**src/rtl/mailbox_rx_agent.sv**
```systemverilog
// -----------------------------------------------------------------------------
// mailbox_rx_agent
//
// Destination-core-side agent for one mailbox channel. When the channel raises
// its interrupt, the agent reads CTRL and then DATA over the channel register
// port. It buffers {mode, len, data} in a small FIFO. It then writes CTRL back
// with read_ok set and pulses clear_intr. The destination core drains the FIFO
// through a valid/ready interface.
//
// Messages whose mode field is 00 are not buffered. They are still
// acknowledged, and err_mode pulses for one cycle.
//
// Parameters
//   DEPTH       FIFO entries (power of two, >= 2)
//   AW          FIFO pointer width, log2(DEPTH)
//
// Ports
//   clk         clock
//   rstn        asynchronous active-low reset
//   en          agent enable; gates only the start of a new transaction
//   int_flag    channel interrupt (INT enable AND INT_bit)
//   ch_ren      channel read select, one-hot: 001 CTRL, 010 DATA, 100 STATUS
//   ch_rdata    channel read data, combinational from ch_ren
//   ch_wen      channel write select, same encoding as ch_ren
//   ch_wdata    channel write data
//   clear_intr  one-cycle pulse clearing the channel INT_bit
//   out_valid   FIFO head valid
//   out_ready   consumer accepts the head
//   out_data    head data word
//   out_mode    head mode: 01 data, 10 address, 11 command
//   out_len     head length field
//   fifo_count  FIFO occupancy
//   busy        a channel transaction is in progress
//   err_mode    one-cycle pulse when a mode-00 message is dropped
//
// CTRL layout: [31] INT enable, [30:29] mode, [28:15] len, [14] read_ok,
// [13:0] reserved.
// -----------------------------------------------------------------------------
module mailbox_rx_agent #(
  parameter int DEPTH = 4,
  parameter int AW    = 2
) (
  input  logic          clk,
  input  logic          rstn,
  input  logic          en,
  input  logic          int_flag,
  output logic [2:0]    ch_ren,
  input  logic [31:0]   ch_rdata,
  output logic [2:0]    ch_wen,
  output logic [31:0]   ch_wdata,
  output logic          clear_intr,
  output logic          out_valid,
  input  logic          out_ready,
  output logic [31:0]   out_data,
  output logic [1:0]    out_mode,
  output logic [13:0]   out_len,
  output logic [AW:0]   fifo_count,
  output logic          busy,
  output logic          err_mode
);

  // Channel register selects (one-hot).
  localparam logic [2:0] SEL_NONE = 3'b000;
  localparam logic [2:0] SEL_CTRL = 3'b001;
  localparam logic [2:0] SEL_DATA = 3'b010;

  localparam logic [AW:0] DEPTH_C = (AW+1)'(DEPTH);

  typedef enum logic [1:0] {
    IDLE    = 2'd0,
    RD_CTRL = 2'd1,
    RD_DATA = 2'd2,
    ACK     = 2'd3
  } state_t;

  // Only the upper CTRL fields matter. read_ok and the reserved bits are
  // regenerated on the write-back.
  typedef struct packed {
    logic        int_en;
    logic [1:0]  mode;
    logic [13:0] len;
  } ctrl_t;

  typedef struct packed {
    logic [1:0]  mode;
    logic [13:0] len;
    logic [31:0] data;
  } entry_t;

  state_t         state;
  ctrl_t          ctrl_q;

  entry_t         mem [DEPTH];
  logic [AW-1:0]  wr_ptr;
  logic [AW-1:0]  rd_ptr;
  logic [AW:0]    count;

  logic           start;
  logic           push;
  logic           pop;

  // The full check is made only when leaving IDLE. At most one push can be
  // in flight, so the FIFO can never overflow.
  assign start = en && int_flag && (count < DEPTH_C);
  assign push  = (state == RD_DATA) && (ctrl_q.mode != 2'b00);
  assign pop   = out_valid && out_ready;

  assign out_valid  = (count != '0);
  assign fifo_count = count;
  assign busy       = (state != IDLE);

  // ---------------------------------------------------------------------------
  // Control FSM. Every channel-side output is registered. Each output is
  // loaded on the edge that enters the state it belongs to, so it lines up
  // exactly with that state.
  // ---------------------------------------------------------------------------
  // NOTE: sequential state uses non-blocking (<=) so every register samples
  // pre-edge values regardless of statement order.
  always_ff @(posedge clk or negedge rstn) begin
    if (!rstn) begin
      state      <= IDLE;
      ctrl_q     <= '0;
      ch_ren     <= SEL_NONE;
      ch_wen     <= SEL_NONE;
      ch_wdata   <= '0;
      clear_intr <= 1'b0;
      err_mode   <= 1'b0;
    end else begin
      ch_ren     <= SEL_NONE;
      ch_wen     <= SEL_NONE;
      ch_wdata   <= '0;
      clear_intr <= 1'b0;
      err_mode   <= 1'b0;

      case (state)
        IDLE: begin
          if (start) begin
            state  <= RD_CTRL;
            ch_ren <= SEL_CTRL;
          end
        end

        RD_CTRL: begin
          ctrl_q   <= ch_rdata[31:15];
          state    <= RD_DATA;
          ch_ren   <= SEL_DATA;
          // The drop decision is known as soon as CTRL is sampled. The
          // pulse therefore lands in the RD_DATA cycle.
          err_mode <= (ch_rdata[30:29] == 2'b00);
        end

        RD_DATA: begin
          state      <= ACK;
          ch_wen     <= SEL_CTRL;
          ch_wdata   <= {ctrl_q, 1'b1, 14'b0};
          clear_intr <= 1'b1;
        end

        ACK: begin
          state <= IDLE;
        end

        default: begin
          state <= IDLE;
        end
      endcase
    end
  end

  // ---------------------------------------------------------------------------
  // FIFO pointers and occupancy. Pointers wrap naturally because DEPTH is a
  // power of two.
  // ---------------------------------------------------------------------------
  always_ff @(posedge clk or negedge rstn) begin
    if (!rstn) begin
      wr_ptr <= '0;
      rd_ptr <= '0;
      count  <= '0;
    end else begin
      if (push) wr_ptr <= wr_ptr + 1'b1;
      if (pop)  rd_ptr <= rd_ptr + 1'b1;
      case ({push, pop})
        2'b10:   count <= count + 1'b1;
        2'b01:   count <= count - 1'b1;
        default: count <= count;
      endcase
    end
  end

  // NOTE: the storage array has no reset. The pointers and count define
  // validity, and the head outputs are masked while the FIFO is empty.
  always_ff @(posedge clk) begin
    if (push) begin
      mem[wr_ptr] <= '{mode: ctrl_q.mode, len: ctrl_q.len, data: ch_rdata};
    end
  end

  // ---------------------------------------------------------------------------
  // Head presentation. The head is read combinationally from the read
  // pointer and reads 0 when empty, including straight after reset.
  // ---------------------------------------------------------------------------
  // NOTE: outputs get a default before the conditional so always_comb
  // cannot infer a latch.
  always_comb begin
    out_data = '0;
    out_mode = '0;
    out_len  = '0;
    if (out_valid) begin
      out_data = mem[rd_ptr].data;
      out_mode = mem[rd_ptr].mode;
      out_len  = mem[rd_ptr].len;
    end
  end

endmodule

```
**config.mk**
```make
export PLATFORM = sky130hd
export DESIGN_NAME = mailbox_rx_agent
export DESIGN_NICKNAME = d
export VERILOG_FILES = /design/src/rtl/mailbox_rx_agent.sv
export SDC_FILE = /design/constraint.sdc
export NUM_CORES = 1
export LEC_CHECK = 0
export CAP_MARGIN = 10
export CORE_ASPECT_RATIO = 1.5
export CORE_MARGIN = 2
export CORE_UTILIZATION = 47
export CTS_CLUSTER_DIAMETER = 80
export CTS_CLUSTER_SIZE = 14
export DETAILED_ROUTE_END_ITERATION = 7
export PLACE_DENSITY = 0.73
export REMOVE_ABC_BUFFERS = 1
export SLEW_MARGIN = 20
export SYNTH_ARGS = -nofsm -noshare
export SYNTH_HDL_FRONTEND = slang
export SYNTH_SLANG_ARGS = --single-unit
```
**constraint.sdc**
```tcl
create_clock -name clk -period 2.67 [get_ports clk]
set_input_delay 0.534 -clock clk [delete_from_list [all_inputs] [get_ports clk]]
set_output_delay 0.534 -clock clk [all_outputs]
set_load 0.005 [all_outputs]
```
; ---- Yosys cells after proc, flatten, opt, wreduce, memory -nomap -nowiden
; Memory sizes are Yosys's and may differ from the RTL's.
; Cells that the tools add are included.
[classes]
order_cmp = 1
n_addsub = 4
reduce_logical = 10
mux = 14
eq_ne = 6
[ops]
columns = operator, count
row1 = $mux W32, 2
row2 = $mux W14, 1
row3 = $pmux W3 S2, 2
row4 = $pmux W2 S4, 1
row5 = $eq A2 B2 Y1 const B, 3
row6 = $mux W1, 6
row7 = $reduce_bool A2 Y1, 3
row8 = $add A2 B1 Y2 const B, 2
row9 = $eq A2 B1 Y1 const B, 2
row10 = $logic_and A1 B1 Y1, 4
row11 = $logic_not A2 Y1, 2
row12 = $mux W2, 2
row13 = $add A3 B1 Y3 const B, 1
row14 = $lt A3 B3 Y1 const B, 1
row15 = $reduce_bool A3 Y1, 1
row16 = $sub A3 B1 Y3 const B, 1
row17 = $ne A2 B2 Y1 const B, 1
[totals]
regBits = 66
word_cells = 48
ram_bits = 192
mem_count = 1
output_inout_bits = 93
[memory_table]
columns = name, depth, word_bits, rd, rd_ports_with_merged_regs, write_ports, line_no
row1 = mem, 4, 48, 1, 0, 1, 93  ; entry_t mem [DEPTH];

; ---- Longest topological paths before layout
[logic_depth]
ltp_word = 4
mapped_depth = 10
mapped_depth_nobuf = 10

; ---- Worst setup path before layout
; OpenSTA, ideal clock, no wires.
[synth_timing]
path_kind = register to register
from = reg state[0]
to = mem mem[0][0] in the netlist's numbering (enable)
stages_incl_launch_ff = 5
path_slack_ns = 0.109
arrival_ns = 2.150
period_less_slack_ns = 2.561
path_buffers = 0
path_cell_list = dfrtp_1 > inv_1 > ha_1 > o21a_1 > and2_1
[synth_via]
elab_chain_len = 4
[synth_rtl]
columns = item, line_no
row1 = start: declaration, 90  ; state_t state;
row2 = start signal: assignment, 121  ; state <= IDLE;
row3 = start signal: assignment, 138  ; state <= RD_CTRL;
row4 = start signal: assignment, 145  ; state <= RD_DATA;
row5 = $eq A2 B2 Y1, 105  ; assign push = (state == RD_DATA) && (ctrl_q.mode != 2'b00);
row6 = $logic_and A1 B1 Y1, 105
row7 = $mux W1, 193  ; if (push) begin
row8 = $mux W1 (not written as such), 194  ; mem[wr_ptr] <= '{mode: ctrl_q.mode, len: ctrl_q.len, data: ch_rdata};
row9 = end: declaration, 93
; No other way between the ends.

; ---- Final worst setup path
[layout_timing]
from = reg rd_ptr[0]
to = out out_data[29]
[layout_via]
elab_chain_len = 2
[layout_rtl]
columns = item, line_no
row1 = start: declaration, 95  ; logic [AW-1:0] rd_ptr;
row2 = start signal: assignment, 181  ; if (pop) rd_ptr <= rd_ptr + 1'b1;
row3 = $mem_v2 Z4 W48, --
row4 = $mux W32, 208  ; if (out_valid) begin
row5 = end: declaration, 54  ; output logic [31:0] out_data,
; No other way between the ends.

==> metrics.md <==
| Metric | Value |
|---|---|
| Synth Warn # | `0` |
| Post-synthesis compound-gate area fraction | `0.00311` |
| Final GP Congestion | `0.722` |
| Clock root buffer | `clkbuf_16` |
| Core region area | `0.0192 mm2` |
| Final Instance Area | `0.0116 mm2` |
| Diodes inserted | `0` |
| Tmin final | `2670 ps` |
| TNS Setup | `0 ps` |
| RSZ-0062 raised after global routing | `true` |
| First-pass GRT wire length | `28000 um` |
| Die area | `0.0209 mm2` |
| Worst Hold Class | `in -> async` |
| Cells after synthesis | `453` |
| Final wirelength | `18600 um` |
| Area growth, synth to finish | `25.6%` |
| Chip width | `119 um` |
| Final Cycle Share | `0.999` |
| Largest area contributor in the netlist | `edfxtp_1` |
| VDD IR max | `0.785 mV` |
| CP max FO | `7` |
| Post-synthesis adder-cell area fraction | `0.0130` |
| Final setup fails | `0` |
| Relative slew slack | `0.578` |
| Final hold violation count | `0` |
| Vias | `4573` |
| Die height | `176 um` |
| DR iter-0 viols | `270` |
| Dominant cells by area after synthesis | `edfxtp_1, dfrtp_1, mux4_2, and2_1, mux2_2` |
| Netlist cell types | `28` |
| Worst Path Arrival | `2130 ps` |
| Leakage | `4.26 nW` |
| Fmax | `375 MHz` |
| IO Pins | `130` |
| Synth top area share | `0.622` |
| DP HPWL | `10900 um` |
| Crit Path Category | `reg -> out` |
| Largest net degree at the start of global routing | `52` |
| Clock Path Buffers | `3` |
| Mux contribution to synthesized area | `0.140` |
| Worst-Skew Late Latency | `490 ps` |
| Mean Syn Cell Area | `20.5 um2` |
| Outcome | `finished clean` |
| CTS Buf Count | `21` |
| Initial antenna violation count | `0` |
| Max-Cap Viols | `0` |
| P per Cell Area | `1190 mW/mm2` |
| Endpoint class of the critical path | `output port` |
| Fraction of layout cells with a size suffix above 1 | `0.358` |
| Most used cell, CP | `buf_6` |
| Simple-Gate Fraction of Synth Area | `0.0514` |
| Max-slew violations | `0` |
| DRC viols | `0` |
| Worst Tran Pin Value | `633 ps` |
| Critical-path cell list | `buf_8 -> buf_6 -> buf_6 -> mux4_2 -> and2_4 -> buf_6` |
| Mapped cell area | `0.00927 mm2` |
| Fillers | `1420` |
| TritonCTS clock tree | `done` |
| Clock skew | `11.6 ps` |
| Critical path required time | `2140 ps` |
| XOR/XNOR Fraction of Synth Area | `0.00567` |
| CTS Sinks | `239` |
| Vias per cell | `5.17` |
| Synth Register Bits | `239` |
| Row count | `62` |
| Vias in the first global route | `4922` |
| Largest delay contributor family on the critical path | `flip-flops` |
| Worst path bufs/invs | `4` |
| Worst-path clk slew | `60 ps` |
| Slowest stage cell, crit path | `dfrtp_4` |
| Htree depth | `1` |
| Antenna viol nets, final | `0` |
| Effective utilization at floorplan | `0.482` |
| DP Area | `0.0107 mm2` |
| GRT Total Usage | `0.176` |
| WL/cell | `21.0 um` |
| Grt total ovfl | `0` |
| Main combinational cell family by area after synthesis | `multiplexers` |
| First-pass iteration count of the detailed router | `4` |
| # port buffers | `112` |
| Startpoint types | `flip-flop` |
| Sequential share of the synthesized area | `0.749` |
| Nets | `659` |
| Slowest stage delay, CP | `580 ps` |
-- through the flow --
| step | std cells | power [mW] | setup WS, ps | hold WS (ps) | util |
|---|---|---|---|---|---|
| finish | 884 | 13.8 | 2.51 | 37.8 | 0.605 |
| global route | 884 | 14.6 | -62.6 | 68.5 | 0.605 |
| CTS | 886 | 14.1 | -86.3 | 37.4 | 0.609 |
| detailed placement | 816 | 10.5 | 301 | 470 | 0.556 |
| global placement | 816 | 10.4 | 304 | 463 | 0.556 |
| floorplan | 431 | 7.90 | -684 | 238 | - |
-- layer usage --
layer  GRT usage  wire [um]
met5           0          0
met4      0.0556        461
met2       0.325      10300
met1       0.216       7050
met3      0.0200        835
-- final cells by class --
cell class	instances	area [um2]	area share
clock inverters	2	25.0	0.00215
inverters	10	37.5	0.00322
multi-input cells	182	2140	0.184
repair buffers	159	1590	0.137
well taps	256	320	0.0275
clock buffers	36	582	0.0500
flip-flops and latches	239	6950	0.597
-- cell usage after synthesis --
cell type and instances:
edfxtp_1 192, and2_1 70, mux4_2 48, dfrtp_1 47, buf_4 20, mux2_2 18
inv_1 10, ha_1 8, clkbuf_1 6, buf_12 5, buf_2 5, xnor2_1 4
nand2_1 2, nor2_1 2, o21ai_0 2, xor2_1 2, a21oi_1 1, a31oi_1 1
buf_1 1, buf_6 1, conb_1 1, fa_1 1, mux2i_1 1, nand3_1 1
nor3_1 1, nor3b_1 1, o21a_1 1, or3_1 1
-- worst register-to-register path: cells and delay by family, from the launching register on --
family	cells	cell delay (ps)
adders and majority gates	2	650
buffers and inverters	2	310
DFF	1	420
muxes	1	130
and+or+nand+nor	2	650
-- sequential cells by signal, summed over array words and instances, names as in the netlist --
name,flops
ch_ren,2
ch_wdata,18
ctrl_q,17
err_mode,1
fifo_count,3
mem,192
rd_ptr,2
state,2
wr_ptr,2
-- logic make-up (layout without fill, tap and decap cells) --
logic type,after synthesis,count (layout)
adders and majority gates,9,9
buffers and inverters,48,207
DFF,239,239
other,1,17
muxes,67,67
xor gates and xnor gates,6,6
and+or+nand+nor,78,78
AOI/OAI and AO/OA,5,5
-- report_power, final --
part           switching [mW]  internal [mW]  leakage, nW
Combinational            2.19           3.35         1.64
Clock                    1.26           1.49        0.288
Sequential              0.455           5.10         2.32
-- what timing repair did --
action / 4_1_cts / 5_1_grt
hold buffers: 0 / 0
pin swaps: 8 / 9
endpoints found under the setup margin: 48 / 41
cloned: 3 / 1
gates resized for setup: 244 / 13
buffers inserted: 30 / 1
-- cells in the final DEF (no fill, tap or decap), drive strengths merged, types with 2 or more instances in the layout --
cell / Yosys / routed
edfxtp: 192 / 192
clkdlybuf4s50: 0 / 63
mux4: 48 / 48
buf: 32 / 84
dfrtp: 47 / 47
mux2: 18 / 18
dlygate4sd2: 0 / 2
nand2: 2 / 2
xnor2: 4 / 4
inv: 10 / 11
o21ai: 2 / 2
and2: 70 / 70
clkdlybuf4s15: 0 / 2
nor2: 2 / 2
conb: 1 / 17
ha: 8 / 8
xor2: 2 / 2
clkbuf: 6 / 44
-- final timing paths --
check                                                 end  slack [ps]                       from  cells past startpoint
worst max-delay path                         out_data[29]           3      rd_ptr[0]$_DFFE_PN0P_                      6
worst min-delay path                 state[1]$_DFFE_PN0P_          40                       rstn                      1
worst max register to register  fifo_count[1]$_DFFE_PN0P_         440  fifo_count[0]$_DFFE_PN0P_                      7
worst min register to register     ch_wdata[31]$_DFF_PN0_         480     ctrl_q[16]$_DFFE_PN0P_                      1
max in group asynchronous           rd_ptr[0]$_DFFE_PN0P_        2040                       rstn                      2
min in group clk                   ch_wdata[31]$_DFF_PN0_         480     ctrl_q[16]$_DFFE_PN0P_                      1
No activity file was read; power rests on OpenSTA's default activity.
